`src/rtl/pio_bank_gen.sv`:
```
// Avalon-MM parallel I/O bank: synchronised and debounced inputs with edge
// capture and a maskable level interrupt, plus an output register with atomic set/clear.
module pio_bank_gen #(
    parameter int unsigned          IN_WIDTH        = 8,
    parameter int unsigned          OUT_WIDTH       = 8,
    parameter int unsigned          DEBOUNCE_CYCLES = 16,
    parameter logic [OUT_WIDTH-1:0] OUT_RESET       = '0
) (
    input  logic                 clk_clk,
    input  logic                 reset_reset_n,
    input  logic [2:0]           avs_address,
    input  logic                 avs_read,
    input  logic                 avs_write,
    input  logic [31:0]          avs_writedata,
    output logic [31:0]          avs_readdata,
    input  logic [IN_WIDTH-1:0]  in_export,
    output logic [OUT_WIDTH-1:0] out_export,
    output logic                 irq
);

    typedef enum logic [2:0] {
        ADDR_DATA     = 3'd0,
        ADDR_OUT      = 3'd1,
        ADDR_OUTSET   = 3'd2,
        ADDR_OUTCLR   = 3'd3,
        ADDR_IRQMASK  = 3'd4,
        ADDR_EDGECAP  = 3'd5,
        ADDR_EDGEMODE = 3'd6,
        ADDR_RSVD     = 3'd7
    } addr_e;

    typedef enum logic [1:0] {
        MODE_RISE = 2'd0,
        MODE_FALL = 2'd1,
        MODE_BOTH = 2'd2,
        MODE_OFF  = 2'd3
    } mode_e;

    logic [IN_WIDTH-1:0]  r_sync1, r_sync2, w_deb, r_deb_d1;
    logic [IN_WIDTH-1:0]  r_edgecap, r_irqmask, w_edge, w_cap_clr;
    logic [OUT_WIDTH-1:0] r_out;
    logic [31:0]          r_rdata, w_rdata;
    mode_e                r_mode;
    logic                 r_irq;
    addr_e                w_addr;
    logic                 w_unused;

    assign w_addr   = addr_e'(avs_address);
    assign w_unused = ^avs_writedata;

    always_ff @(posedge clk_clk or negedge reset_reset_n) begin
        if (!reset_reset_n) begin
            r_sync1 <= '0;
            r_sync2 <= '0;
        end else begin
            r_sync1 <= in_export;
            r_sync2 <= r_sync1;
        end
    end

    generate
        if (DEBOUNCE_CYCLES == 0) begin : g_nodeb
            assign w_deb = r_sync2;
        end else begin : g_deb
            localparam int unsigned     CW       = $clog2(DEBOUNCE_CYCLES + 1);
            localparam logic [CW-1:0]   CNT_LAST = CW'(DEBOUNCE_CYCLES - 1);
            logic [IN_WIDTH-1:0] r_deb;
            logic [CW-1:0]       r_cnt [IN_WIDTH];

            // A mismatch must persist DEBOUNCE_CYCLES cycles; any agreement restarts the count.
            always_ff @(posedge clk_clk or negedge reset_reset_n) begin
                if (!reset_reset_n) begin
                    r_deb <= '0;
                    for (int unsigned i = 0; i < IN_WIDTH; i++) r_cnt[i] <= '0;
                end else begin
                    for (int unsigned i = 0; i < IN_WIDTH; i++) begin
                        if (r_sync2[i] == r_deb[i]) begin
                            r_cnt[i] <= '0;
                        end else if (r_cnt[i] == CNT_LAST) begin
                            r_deb[i] <= r_sync2[i];
                            r_cnt[i] <= '0;
                        end else begin
                            r_cnt[i] <= r_cnt[i] + CW'(1);
                        end
                    end
                end
            end
            assign w_deb = r_deb;
        end
    endgenerate

    always_comb begin
        w_edge = '0;
        case (r_mode)
            MODE_RISE: w_edge = w_deb & ~r_deb_d1;
            MODE_FALL: w_edge = ~w_deb & r_deb_d1;
            MODE_BOTH: w_edge = w_deb ^ r_deb_d1;
            default:   w_edge = '0;
        endcase
    end

    assign w_cap_clr = (avs_write && w_addr == ADDR_EDGECAP) ? avs_writedata[IN_WIDTH-1:0] : '0;

    // New edges are OR-ed in after the clear so a coincident edge keeps its bit set.
    always_ff @(posedge clk_clk or negedge reset_reset_n) begin
        if (!reset_reset_n) begin
            r_deb_d1  <= '0;
            r_edgecap <= '0;
            r_irq     <= 1'b0;
        end else begin
            r_deb_d1  <= w_deb;
            r_edgecap <= (r_edgecap & ~w_cap_clr) | w_edge;
            r_irq     <= |(r_edgecap & r_irqmask);
        end
    end

    always_ff @(posedge clk_clk or negedge reset_reset_n) begin
        if (!reset_reset_n) begin
            r_out     <= OUT_RESET;
            r_irqmask <= '0;
            r_mode    <= MODE_RISE;
        end else if (avs_write) begin
            case (w_addr)
                ADDR_OUT:      r_out     <= avs_writedata[OUT_WIDTH-1:0];
                ADDR_OUTSET:   r_out     <= r_out | avs_writedata[OUT_WIDTH-1:0];
                ADDR_OUTCLR:   r_out     <= r_out & ~avs_writedata[OUT_WIDTH-1:0];
                ADDR_IRQMASK:  r_irqmask <= avs_writedata[IN_WIDTH-1:0];
                ADDR_EDGEMODE: r_mode    <= mode_e'(avs_writedata[1:0]);
                default: ;
            endcase
        end
    end

    always_comb begin
        w_rdata = '0;
        case (w_addr)
            ADDR_DATA:     w_rdata[IN_WIDTH-1:0]  = w_deb;
            ADDR_OUT:      w_rdata[OUT_WIDTH-1:0] = r_out;
            ADDR_IRQMASK:  w_rdata[IN_WIDTH-1:0]  = r_irqmask;
            ADDR_EDGECAP:  w_rdata[IN_WIDTH-1:0]  = r_edgecap;
            ADDR_EDGEMODE: w_rdata[1:0]           = r_mode;
            default:       w_rdata                = '0;
        endcase
    end

    always_ff @(posedge clk_clk or negedge reset_reset_n) begin
        if (!reset_reset_n) begin
            r_rdata <= '0;
        end else if (avs_read) begin
            r_rdata <= w_rdata;
        end
    end

    assign avs_readdata = r_rdata;
    assign out_export   = r_out;
    assign irq          = r_irq;

endmodule

```
`config.mk`:
```
export PLATFORM = sky130hd
export DESIGN_NAME = pio_bank_gen
export DESIGN_NICKNAME = d
export VERILOG_FILES = /design/src/rtl/pio_bank_gen.sv
export SDC_FILE = /design/constraint.sdc
export NUM_CORES = 1
export LEC_CHECK = 0
export BUFFER_PORTS_ARGS = -buffer_cell sky130_fd_sc_hd__buf_2
export CAP_MARGIN = 20
export CORE_ASPECT_RATIO = 1.4
export CORE_MARGIN = 5
export CORE_UTILIZATION = 36
export CTS_BUF_LIST = sky130_fd_sc_hd__clkbuf_16
export DETAILED_ROUTE_END_ITERATION = 8
export MAX_ROUTING_LAYER = met4
export PLACE_DENSITY = 0.65
export SLEW_MARGIN = 25
export SYNTH_ARGS = -nofsm -noshare
export SYNTH_HDL_FRONTEND = slang
export SYNTH_SLANG_ARGS = --single-unit
```
`constraint.sdc`:
```
create_clock -name clk_clk -period 3.19 [get_ports clk_clk]
set_input_delay 0.638 -clock clk_clk [delete_from_list [all_inputs] [get_ports clk_clk]]
set_output_delay 0.638 -clock clk_clk [all_outputs]
set_load 0.005 [all_outputs]
```
# After elaboration in Yosys (flattened, before gate mapping)
# Index checks and enable logic that the tools add are counted.
[word_totals]
word_cells = 114
register_bits = 107
input_bits = 47
out_inout_bits = 41
[classes]
muxes = 21
n_addsub = 8
n_eq_ne = 24
n_bitwise = 20
reduce_logical = 16
[op_table]
columns = ["cell", "n"]
rows = [
  ["$mux 5", 16],
  ["$pmux 8 s3", 2],
  ["$add 5x1->5 const B", 8],
  ["$and 8x8->8", 5],
  ["$eq 5x4->1 const B", 8],
  ["$not 8->8", 4],
  ["$pmux 6 s4", 1],
  ["$reduce_and 2->1", 11],
  ["$or 8x8->8", 2],
  ["$pmux 2 s5", 1],
  ["$eq 3x3->1 const B", 3],
  ["$eq 1x1->1", 8],
  ["$mux 8", 1],
  ["$not 1->1", 8],
  ["$reduce_or 8->1", 1],
  ["$xor 8x8->8", 1],
  ["$eq 3x2->1 const B", 2],
  ["$eq 3x1->1 const B", 1],
  ["$logic_not 3->1", 1],
  ["$reduce_bool 3->1", 1],
  ["$eq 2x1->1 const B", 1],
  ["$eq 2x2->1 const B", 1],
  ["$logic_not 2->1", 1],
  ["$logic_and 1x1->1", 1],
]

# Longest topological paths before layout
# Gate-level depths: netlist of run 1.
[depth]
depth_word = 6
depth_mapped = 4
ltp_nobuf = 4

# Worst setup path before layout of run 1
# No wires, ideal clock.
[synth_path]
path_type = "input to register"
from = "in avs_address[2]"
to = "reg r_irqmask[0]"
setup_ns = 0.125
t_required_ns = 3.065
setup_slack_ns = 1.597
stages = 4
path_buffers = 1
t_arrival_ns = 1.468
path_cell_list = "nor2b_1 > and3_1 > buf_2 > mux2_2"
[synth_via]
elab_chain_len = 2
[synth_rtl]
columns = ["item", "line_no", "source"]
rows = [
  ["from (decl)", "11", "input logic [2:0] avs_address,"],
  ["$eq 3x3->1", "123", "case (w_addr)"],
  ["$reduce_and 2->1 (no source line)", "--", ""],
  ["to (signal assigned)", "127", "ADDR_IRQMASK: r_irqmask <= avs_writedata[IN_WIDTH-1:0];"],
  ["to (decl)", "40", "logic [IN_WIDTH-1:0] r_edgecap, r_irqmask, w_edge, w_cap_clr;"],
]
# No other way between the ends.
# A chain may end at the register's enable or synchronous reset.

# Final worst setup path of run 1
# Same ends and word-level chain as after synthesis.

==> reports/metrics.csv, run 1 <==
metric,value,unit
status,finished clean,
period_share,54.3,%
cp.arrival,1.96,ns
ys_ff_latch,107,
h-tree-depth,3,
crit_required,3.42,ns
worst_pin_slew,0.633,ns
drc_errors,0,
num_io_pins,88,
ctsHoldBuffers,0,
wl_per_cell,14.5,microns
synth.distinct_cells,35,
rows,50,
coreArea,13300,sq um
clkLatencyLatePin,0.35,ns
syn_inst,397,
grt_start_max_net_pins,48,
synth_top_area_share,55.7,%
yosys.area.top_type,dfrtp_1,
avgSynthCellArea,12.1,sq um
yosys-top-cells-count,"dfrtp_1 (107), inv_1 (40), nor2_1 (27), o21ai_0 (25)",
finalWorstSetupSlack,1.46,ns
synthArstFlopShare,100,%
clkTransAtPathRegs,0.08,ns
synth_warnings,0,
critical_path_class,input port to flop,
viasPerCell,4.77,
seq_power_share,51.8,%
post_cts_buffers,0,
start_util,36.3,%
seq_area_frac_synth,55.7,%
p_leak,2.69,nW
clockBufferDepth,2,
synth.most_common_cell,dfrtp_1,
ant_nets,0,
netlist_top_cells_area,"dfrtp_1 (56%), ha_1 (6.2%), xor2_1 (4.4%), buf_4 (3.7%), mux4_2 (3.3%)",
drt_iter0_drc,125,
setup_viol,0,
numCtsBuffers,9,
antenna_cells,0,
drive_gt1_share,17.3,%
hold_viol,0,
grt_pass1_vias,3183,
power_frac_comb,11.2,%
fmax,0.578,GHz
min_period,1.73,ns
maxSlewViolCount,0,
syn_area,4810,sq um
synth_ff_type,dfrtp_1,
overflow,0,
routed_wl,9100,microns
grt_pass1_wl,15300,microns
p_sw,0.000801,W
track_usage,12.6,%
tritoncts,built,
switching_share,26.1,%
slew_headroom,57.8,%
clock_power_share,37.0,%
fp.dieH,147,microns
crit_path_end_kind,flop,
portBuffers,39,
clock_sinks,107,
maxCapViolations,0,
cts_resized,0,
syn_to_final_growth,12.9,%
fp.dieW,108,microns
place_ws,1.08,ns
antenna_found_initial,0,
p_int,0.00227,W
first_pass_iters,4,
crit_path_start_kind,input port,
die_area,15800,sq um
hp-class,input port to async pin,
dp_hpwl,6710,microns
vdd_drop_max,0.000256,V
synth_enable_flop_cells,0,
cp_max_fo,13,
finClkSkew,0.00898,ns
final_nets,510,
rsz0062_at_grt,false,
gp_congestion,0.802,
vias,2984,
powerDensity,565,nW/um^2
setup_tns,0,ns
cts-root-buf,clkbuf_16,
## cell type report
class                      instances  area [sq um]
timing repair buffer              41           225
multi-input combinational        239          1840
clock inverter                     7          81.3
tap                              182           228
fill                            1293          7830
inverter                          41           154
clock buffer                       9           225
sequential                       107          2680
## kinds of logic after synthesis
| family | Yosys count | share of synthesized area, % |
|---|---|---|
| xor+xnor | 25 | 4.55 |
| mux | 34 | 9.70 |
| fa+ha+maj | 24 | 6.24 |
| flops | 107 | 55.7 |
| buf+inv | 74 | 7.88 |
| simple gates | 78 | 8.59 |
| other cells | 1 | 0.0780 |
| compound gates | 54 | 7.28 |
## worst max-delay path, cell delays in order
cell	delay [ns]
buf_2	0.28
nor2b_1	0.24
and3_1	0.42
mux2_2	0.38
## per-stage QoR
| stage | power [W] | area (sq um) | hold slack (ns) | utilization (%) | std cells |
|---|---|---|---|---|---|
| CTS | 0.00310 | 5430 | 0.252 | 40.9 | 626 |
| global route | 0.00322 | 5430 | 0.277 | 40.9 | 626 |
| finish | 0.00307 | 5430 | 0.245 | 40.9 | 626 |
| global placement | 0.00194 | 5120 | 0.335 | 38.6 | 610 |
| detailed placement | 0.00197 | 5120 | 0.336 | 38.6 | 610 |
| floorplan | 0.00181 | 4900 | 0.331 | - | 420 |
## worst paths after layout
kind | startpoint | endpoint | slack [ns] | cells past startpoint
max | avs_address[2] | r_irqmask[0] | 1.46 | 4
min | reset_reset_n | g_deb.r_cnt[22] | 0.24 | 1
max reg2reg | r_mode[0] | avs_readdata[0] | 1.57 | 3
min reg2reg | r_sync1[6] | r_sync2[6] | 0.35 | 0
max in group asynchronous | reset_reset_n | g_deb.r_cnt[5] | 2.24 | 2
min in group clk_clk | r_sync1[6] | r_sync2[6] | 0.35 | 0
## power groups by stage
stage | registers (W) | clock network (W) | logic, W
global route | 0.00161 | 0.00122 | 0.000388
global placement | 0.00161 | 0 | 0.000335
floorplan | 0.00157 | 0 | 0.000241
detailed placement | 0.00162 | 0 | 0.000350
CTS | 0.00159 | 0.00116 | 0.000351
finish | 0.00159 | 0.00114 | 0.000343
## flip-flops by register name (all words and copies together), names as in the netlist
signal        count
irq               1
r_edgecap         8
g_deb.r_cnt      40
out_export        8
r_deb_d1          8
r_sync2           8
r_sync1           8
r_irqmask         8
avs_readdata      8
g_deb.r_deb       8
r_mode            2
## cell usage in the layout (no fill, tap or decap), types with 2 or more instances in the layout
master / Yosys / routed
dfrtp_1: 107 / 107
inv_1: 40 / 40
buf_2: 3 / 38
nor2_1: 27 / 27
o21ai_0: 25 / 25
xor2_1: 24 / 24
ha_1: 24 / 24
conb_1: 1 / 24
nand3_1: 18 / 18
and2_1: 14 / 14
mux2_2: 11 / 11
and3_1: 9 / 9
clkbuf_16: 0 / 9
mux2i_1: 8 / 8
o221ai_1: 8 / 8
a22o_1: 8 / 8
mux2_1: 7 / 7
mux4_2: 7 / 7
o22ai_1: 7 / 7
a22oi_1: 4 / 4
inv_6: 0 / 4
nand2b_1: 2 / 2
and3b_1: 2 / 2
nand2_1: 2 / 2
buf_4: 24 / 2
## per-layer routing
layer,GRT usage [%],vias to the layer above,wire length [microns]
li1,-,1404,-
met1,15.4,1508,3850
met2,20.6,57,4720
met3,2.68,15,397
met4,4.49,0,137
met5,-,-,0
No activity file was read; power rests on OpenSTA's default activity.
==> run 2: changes to the inputs <==
Clock period 3.19 ns to 1.7 ns, I/O delays scaled along.
==> reports/metrics.csv, run 2 (same netlist as run 1, synthesis figures left out) <==
metric,value,unit
hp-class,input port to flop,
wl_per_cell,14.5,microns
first_pass_iters,4,
antenna_cells,0,
cp.arrival,1.51,ns
antenna_found_initial,0,
cp_max_fo,6,
routed_wl,9160,microns
reg2reg_depth,3,
min_period,1.29,ns
rows,50,
ant_nets,0,
cts-root-buf,clkbuf_16,
maxCapViolations,0,
place_ws,0.125,ns
mostFrequentLayoutCell,dfrtp_1,
fp.dieW,108,microns
clockBufferDepth,2,
reg2reg_setup_slack,0.41,ns
hold_depth,1,
fmax,0.773,GHz
grt_start_max_net_pins,47,
numCtsBuffers,9,
drc_errors,0,
drt_iter0_drc,94,
critical_path_class,flop to flop,
min_from,in_export[1],
post_cts_buffers,0,
period_share,76.1,%
p_leak,2.74,nW
start_util,36.3,%
crit_path_end_kind,flop,
setup_viol,0,
fillers,1305,
largest_reg_flops,40,
fp.dieH,147,microns
clkTransAtPathRegs,0.07,ns
layout_common_cells,"dfrtp_1 (107), inv_1 (41), buf_2 (38), nor2_1 (27), o21ai_0 (25)",
maxSlewViolCount,0,
drive_gt1_share,18.4,%
overflow,0,
gp_congestion,0.774,
final_nets,521,
coreArea,13300,sq um
holdPathEnd,r_sync1[1],
r2r_end,avs_readdata[1],
rsz0062_at_grt,false,
vdd_drop_max,0.000507,V
clock_sinks,107,
r2r-start,g_deb.r_deb[1],
track_usage,12.7,%
setup_tns,0,ns
grt_pass1_wl,15400,microns
syn_to_final_growth,14.5,%
clkLatencyLatePin,0.34,ns
hold_viol,0,
crit_path_start_kind,flop,
viasPerCell,4.64,
finalWorstSetupSlack,0.406,ns
vias,2941,
top_register,g_deb.r_cnt,
grt_pass1_vias,3111,
portBuffers,39,
die_area,15800,sq um
powerDensity,1020,nW/um^2
finClkSkew,0.00629,ns
h-tree-depth,3,
status,finished clean,
num_io_pins,88,
crit_required,1.92,ns
dp_hpwl,6700,microns
tritoncts,built,
==> run 2: worst max path at each step <==
stage / from / end / slack [ns] / cells past startpoint
global placement: avs_address[0] / avs_readdata[3] / 0.15 / 5
detailed placement: avs_address[0] / avs_readdata[3] / 0.13 / 5
global route: g_deb.r_deb[1] / avs_readdata[1] / 0.34 / 3
CTS: g_deb.r_deb[1] / avs_readdata[1] / 0.40 / 3
floorplan: avs_address[2] / r_irqmask[0] / 0.41 / 4
finish: g_deb.r_deb[1] / avs_readdata[1] / 0.41 / 3
==> run 2: through the flow <==
step | total power (W) | area (sq um) | hold WS (ns) | std cells | util (%)
floorplan | 0.00340 | 4900 | 0.0444 | 420 | -
global placement | 0.00369 | 5220 | 0.244 | 620 | 39.4
detailed placement | 0.00372 | 5220 | 0.250 | 620 | 39.4
CTS | 0.00571 | 5510 | 0.0873 | 634 | 41.5
global route | 0.00591 | 5510 | 0.0867 | 634 | 41.5
finish | 0.00563 | 5510 | 0.100 | 634 | 41.5
==> run 2: power breakdown <==
part | internal, W | leakage, nW | switching (W)
combinational | 0.000351 | 1.22 | 0.000370
sequential | 0.00278 | 1.39 | 0.000168
clock | 0.00111 | 0.134 | 0.000862
total | 0.00424 | 2.74 | 0.00140
==> run 2: worst max-delay path: stages (launching register included) <==
cell and delay (ns):
dfrtp_1 0.45, mux4_1 0.55, nand2_1 0.10, a31oi_1 0.08
==> run 2: area by class of cell <==
cell class | count | area [sq um] | share of cell area, %
Multi-Input combinational cell | 239 | 1840 | 33.4
Inverter | 41 | 154 | 2.80
Clock inverter | 4 | 46.3 | 0.841
Tap cell | 182 | 228 | 4.14
Clock buffer | 9 | 225 | 4.09
Timing Repair Buffer | 52 | 335 | 6.09
Sequential cell | 107 | 2680 | 48.6
==> run 2: layer usage <==
metal	vias up	GRT usage (%)	wire (microns)
li1	1404	-	-
met1	1474	15.6	3960
met2	57	20.0	4640
met3	6	3.56	451
met4	0	4.36	112
met5	-	-	0
==> run 2: what timing repair did <==
item / 4_1_cts / 5_1_grt
gates resized for setup: 0 / 0
endpoints found under the hold margin: 19 / 0
hold buffers: 1 / 0
setup endpoints to repair: 0 / 0
==> run 3: changes to the inputs <==
Clock period 1.7 ns to 1.29 ns, I/O delays scaled along.
==> reports/metrics.csv, run 3 (same netlist as run 1, synthesis figures left out) <==
metric,value,unit
cp_top_family,flip-flops,
crit_path_end_kind,flop,
status,finished clean,
drc_errors,0,
drive_gt1_share,27.0,%
grt_pass1_wl,15800,microns
rows,50,
crit_required,1.52,ns
setup_viol,0,
fin_cells,660,
syn_to_final_growth,20.1,%
dp_hpwl,6870,microns
cp.arrival,1.49,ns
largest_reg_flops,40,
vias,3041,
cp.depth,4,
switching_share,25.2,%
reg2reg_depth,4,
grt_start_max_net_pins,85,
fmax,0.794,GHz
power_frac_comb,13.7,%
critical_path.cell_chain,ha_2 -> nand3_2 -> nor2_2 -> mux2_2,
p_int,0.00566,W
die_area,15800,sq um
layout_common_cells,"dfrtp_1 (106), inv_1 (41), buf_2 (38), buf_4 (34)",
top_register,g_deb.r_cnt,
first_pass_iters,5,
slowest_delay,0.38,ns
powerDensity,1310,nW/um^2
fp.dieW,108,microns
hold_depth,1,
viasPerCell,4.61,
cp_slowest_cell,dfrtp_1,
hp-class,input port to flop,
vdd_drop_max,0.000651,V
hold_viol,0,
maxCapViolations,0,
clock_sinks,107,
numCtsBuffers,9,
period_share,97.7,%
num_io_pins,88,
final_nets,544,
min_period,1.26,ns
antenna_cells,0,
critical_path_class,flop to flop,
fp.dieH,147,microns
portBuffers,39,
clkLatencyLatePin,0.34,ns
dp.cells,633,
routed_wl,9470,microns
rsz0062_at_grt,true,
gp_congestion,0.751,
tritoncts,built,
overflow,0,
grt_pass1_vias,3213,
crit_path_start_kind,flop,
antenna_found_initial,0,
drt_iter0_drc,203,
place_ws,-0.0731,ns
p_sw,0.00190,W
track_usage,12.9,%
h-tree-depth,3,
coreArea,13300,sq um
maxSlewViolCount,0,
wl_per_cell,14.3,microns
start_util,36.3,%
cp_num_buf_inv,0,
cts-root-buf,clkbuf_16,
p_leak,2.84,nW
clockBufferDepth,2,
seq_power_share,51.4,%
mostFrequentLayoutCell,dfrtp_1,
clock_power_share,35.0,%
ant_nets,0,
clkTransAtPathRegs,0.07,ns
finalWorstSetupSlack,0.0302,ns
finClkSkew,0.00479,ns
cp_max_fo,3,
run 3: cell type report:
cell class / instances / area, sq um
multi-input combinational: 239 / 1930
tap: 182 / 228
fill: 1254 / 7490
sequential: 107 / 2680
inverter: 41 / 154
clock inverter: 7 / 60.1
clock buffer: 9 / 225
timing repair buffer: 75 / 495
run 3: repair_timing:
item                       in CTS  in global routing
setup endpoints to repair       0                 17
hold endpoints to repair      107                  0
hold buffers                    1                  0
resized for setup               0                 25
buffers inserted                0                 10
run 3: final timing paths:
| kind | startpoint | to | slack (ns) |
|---|---|---|---|
| max | g_deb.r_cnt[20] | g_deb.r_deb[3] | 0.03 |
| min | in_export[3] | r_sync1[3] | 0.02 |
| max reg2reg | g_deb.r_cnt[20] | g_deb.r_deb[3] | 0.03 |
| min reg2reg | r_sync1[1] | r_sync2[1] | 0.35 |
| max in group asynchronous | reset_reset_n | r_mode[0] | 0.44 |
| min in group asynchronous | reset_reset_n | r_sync1[3] | 0.46 |
run 3: metal layers:
layer	track usage, %	share of wire, %	vias up
li1	-	-	1461
met1	15.3	43	1511
met2	21.0	50	59
met3	3.43	5.6	10
met4	5.18	1.6	0
met5	-	0	-
run 3: power by group through the flow:
stage	sequential, W	clock, W	combinational [W]
final	0.00388	0.00265	0.00103
after global routing	0.00392	0.00286	0.00116
after CTS	0.00387	0.00272	0.00100
after detailed placement	0.00394	0	0.00100
after global placement	0.00393	0	0.000972
after floorplan	0.00388	0	0.000596
run 3: worst reg2reg max path: cells and delay by family, from the launching register on:
kind	cells	cell delay [ns]
simple gates	2	0.23
mux	1	0.33
flops	1	0.38
fa+ha+maj	1	0.21
run 3: per-stage QoR:
stage	hold WS (ns)	utilization, %	setup TNS, ns	total power (W)	area [sq um]
finish	0.0187	43.5	0	0.00756	5770
floorplan	-0.0376	-	0	0.00448	4900
global placement	0.284	40.0	-0.624	0.00490	5310
global route	0.00408	43.5	-0.142	0.00795	5770
CTS	0.00740	42.3	0	0.00760	5600
detailed placement	0.289	40.0	-0.965	0.00494	5310
